File: src/rtl/pipe_reg_chain.sv
// Elastic register pipeline: DEPTH stages of WIDTH-bit registers with per-stage valid bits,
// bubble collapse, flush and a registered occupancy count.
module pipe_reg_chain #(
  parameter int unsigned WIDTH = 8,
  parameter int unsigned DEPTH = 4
) (
  input  logic                       clk,
  input  logic                       reset,
  input  logic                       flush,
  input  logic                       in_valid,
  output logic                       in_ready,
  input  logic [WIDTH-1:0]           in_data,
  output logic                       out_valid,
  input  logic                       out_ready,
  output logic [WIDTH-1:0]           out_data,
  output logic [$clog2(DEPTH+1)-1:0] occupancy
);

  localparam int unsigned OccW = $clog2(DEPTH + 1);

  logic [DEPTH-1:0] r_valid;
  logic [WIDTH-1:0] r_data [DEPTH];
  logic [OccW-1:0]  r_occ;

  logic [DEPTH-1:0] w_adv;
  logic             w_in_xfer;
  logic             w_out_xfer;

  // A stage advances when it holds a word and the next stage is empty or itself advancing.
  always_comb begin
    w_adv = '0;
    w_adv[DEPTH-1] = r_valid[DEPTH-1] & out_ready;
    for (int i = int'(DEPTH) - 2; i >= 0; i--) begin
      w_adv[i] = r_valid[i] & (~r_valid[i+1] | w_adv[i+1]);
    end
  end

  assign in_ready   = (~r_valid[0] | w_adv[0]) & ~flush & ~reset;
  assign out_valid  = r_valid[DEPTH-1] & ~flush;
  assign out_data   = r_data[DEPTH-1];
  assign occupancy  = r_occ;
  assign w_in_xfer  = in_valid & in_ready;
  assign w_out_xfer = out_valid & out_ready;

  always_ff @(posedge clk) begin
    if (reset) begin
      r_valid <= '0;
      r_occ   <= '0;
      for (int i = 0; i < int'(DEPTH); i++) begin
        r_data[i] <= '0;
      end
    end else if (flush) begin
      // Data registers are left as they are; only validity matters.
      r_valid <= '0;
      r_occ   <= '0;
    end else begin
      if (w_in_xfer) begin
        r_valid[0] <= 1'b1;
        r_data[0]  <= in_data;
      end else if (w_adv[0]) begin
        r_valid[0] <= 1'b0;
      end
      for (int i = 1; i < int'(DEPTH); i++) begin
        if (w_adv[i-1]) begin
          r_valid[i] <= 1'b1;
          r_data[i]  <= r_data[i-1];
        end else if (w_adv[i]) begin
          r_valid[i] <= 1'b0;
        end
      end
      r_occ <= r_occ + OccW'(w_in_xfer) - OccW'(w_out_xfer);
    end
  end

endmodule

File: config.mk
export PLATFORM = sky130hd
export DESIGN_NAME = pipe_reg_chain
export DESIGN_NICKNAME = d
export VERILOG_FILES = /design/src/rtl/pipe_reg_chain.sv
export SDC_FILE = /design/constraint.sdc
export NUM_CORES = 1
export LEC_CHECK = 0
export CORE_ASPECT_RATIO = 1.2
export CORE_UTILIZATION = 59
export CTS_BUF_LIST = sky130_fd_sc_hd__clkbuf_8
export DETAILED_ROUTE_END_ITERATION = 8
export DONT_BUFFER_PORTS = 1
export GPL_TIMING_DRIVEN = 1
export PLACE_DENSITY = 0.78
export SETUP_SLACK_MARGIN = 0.05
export SLEW_MARGIN = 25
export SYNTH_ARGS = -nofsm -noshare
export SYNTH_HDL_FRONTEND = slang
export SYNTH_SLANG_ARGS = --single-unit
File: constraint.sdc
create_clock -name clk -period 2.2 [get_ports clk]
set_clock_uncertainty 0.05 [all_clocks]
set_input_delay 0.44 -clock clk [delete_from_list [all_inputs] [get_ports clk]]
set_output_delay 0.44 -clock clk [all_outputs]
set_load 0.005 [all_outputs]
==> results.cfg <==
[logic_synthesis]
synth_xor_area_share_pct = 1.180
syn_inst = 150
ys.flop_type = edfxtp_1
synth_edf_count = 32
synth_warnings = 0
synth_top_family_by_area = simple AND/OR/NAND/NOR gates
synth_area_leaders = edfxtp_1 50%, dfxtp_1 7.3%, a211oi_2 5.2%
yosysTopAreaCell = edfxtp_1
ys_ff_latch = 39
synthesis.nets = 166
synth.top_cell.area_share_pct = 50.33
synth.most_common_cell = edfxtp_1
synthMuxAreaShare_pct = 0
synth_commonest_cells = 32 x edfxtp_1, 21 x inv_1
synth_compound_area_share_pct = 8.912
synth_fa_ha_area_share_pct = 2.359
syn-mean-instance-area_um2 = 12.73
synth-async-reset-ratio_pct = 0
netlist_area_um2 = 1909
yosysSeqAreaShare_pct = 57.67
yosys.area_share.simple_pct = 17.89
ys_types = 36

[power_and_ir_drop]
leakagePower_nw = 0.7037
p_int_mw = 1.064
combPwrFrac_pct = 4.8
swShare_pct = 20.85
vdd_drop_max_uv = 512.6
pwr-share-clk_pct = 32.9
power.density_cell_area_nw_per_um2 = 681.3
power.switching_uw = 280.3
p_seq_share_pct = 62.3

[cts]
cts_buffer_depth = 2
post_cts_buffers = 0
path_clk_slew_ns = 0.08
htreeDepth = 2
clockRootBuffer = clkbuf_8
cts_buffers = 5
cts_sinks = 39
tritoncts = done
cts_hold_buf = 0
insertion_delay_ns = 0.28
cts_resized = 0

[timing]
report.final.setup_viol = 0
final_max_slew_viol_count = 0
hold_violations = 0
min_period_over_period_pct = 91.38
worst_slew_pin_slew_ns = 0.9829
rsz0062_at_grt = no
fmax_ghz = 0.4974
holdWs_ns = 0.2940
slew_headroom_pct = 33.78
post-route-min-period_ns = 2.010

[floorplanning]
die_x_um = 53.93
fp.dieH_um = 64.32
dieArea_um2 = 3469
start_util_pct = 61.93
num_io_pins = 26
num_rows = 22
core_area_um2 = 3083

[worst_hold_path]
hold_class = in2reg
min_path_cells = 1

[route]
vias = 1057
drt-initial-drc-count = 37
postRouteAntennaNets = 0
wl_per_cell_um = 13.76
routed_wl_mm = 2.545
wl_met3_um = 67
drc = 0
vias_per_cell = 5.714
wl_met1_um = 993
top_layer = met4
dr.pass1.iters = 4
wl_met2_mm = 1.426

[global_routing]
overflow = 0
grt_max_degree = 24
antenna_found_initial = 0
grt_pass1_wl_mm = 4.271
grt_pass1_vias = 997
grt_use_total_pct = 17.85

[finish]
nets = 164
antennaDiodeCount = 0
drive_above_1_share_pct = 22.82
final_cells = 185
syn_to_final_growth_pct = 3.342

[worst_setup_path]
crit_path_max_fanout = 5
cp.arrival_ns = 2.13
path_class = reg2reg
start_kind = flop
r2r_cells = 9
cp.required_ns = 2.32
crit_path_end_kind = flop

[placement]
io_buffers = 0
post-place-cells = 177
finalWeightedCongestion = 0.7360
dp_hpwl_mm = 1.854

[flow_run]
cap_violations = 0

[outcome]
status = complete, no violations
## cell usage in the layout, fill, tap and decap left out, drive strengths merged, types with 3 or more instances in the layout
cell / instances
nor4b: 8
clkinv: 3
buf: 11
inv: 22
nor2: 3
nand2b: 3
nor4: 8
nor3: 8
nand2: 8
edfxtp: 32
clkbuf: 5
a211oi: 8
dfxtp: 7
## critical path: stages, from the launching register on
cell and delay (ns):
dfxtp_1 0.35, and4b_1 0.25, a21o_1 0.19, ha_1 0.28
inv_1 0.06, ha_1 0.13, inv_1 0.05, fa_2 0.32
xnor3_1 0.20, nor2_1 0.04
## state kept, by name, summed over array words and instances (netlist names)
| signal | cells |
|---|---|
| occupancy | 3 |
| r_data | 32 |
| r_valid | 4 |
## metrics by stage
step	utilization, %	setup TNS [ns]	power, mW	instance area (um^2)	setup slack [ns]
2_1_floorplan	-	-0.2127	0.9164	1912	-0.1074
4_1_cts	64.00	0	1.345	1973	0.1772
3_5_place_dp	61.40	-0.08641	0.9190	1893	-0.05314
6_report	64.00	0	1.344	1973	0.1897
3_3_place_gp	61.40	-0.002139	0.9145	1893	-0.002139
5_1_grt	64.00	0	1.397	1973	0.08959
## kinds of logic after synthesis
logic type / Yosys count
flops: 39
fa+ha+maj: 3
xor+xnor: 1
simple gates: 47
buf+inv: 42
compound gates: 18
## cell type report
cell class                      count  area [um^2]
Timing Repair Buffer               11        82.58
Clock inverter                      3        11.26
Inverter                           22        82.58
Tap cell                           36        45.04
Sequential cell                    39         1101
Multi-Input combinational cell     69        581.8
Fill cell                         221         1110
Clock buffer                        5        68.82
## layer usage
metal	global-route usage (%)	vias to the layer above
li1	-	517
met1	17.30	509
met2	31.48	24
met3	5.000	7
met4	10.86	0
met5	0	-
## final timing paths
check / end / slack, ns / start
worst min register to register: r_valid[3] / 0.53 / r_valid[2]
worst min-delay path: r_data[0][12] / 0.29 / reset
worst max register to register: occupancy[2] / 0.19 / r_valid[3]
worst max-delay path: occupancy[2] / 0.19 / r_valid[3]
## power groups by stage
stage                     clock, mW  combinational (mW)  sequential, mW
after detailed placement          0              0.0650           0.854
final                         0.442              0.0648           0.837
after CTS                     0.442              0.0652           0.838
after global routing          0.485              0.0711           0.841
after floorplan                   0              0.0663           0.850
after global placement            0              0.0621           0.852
(Power assumes the default switching activity.)
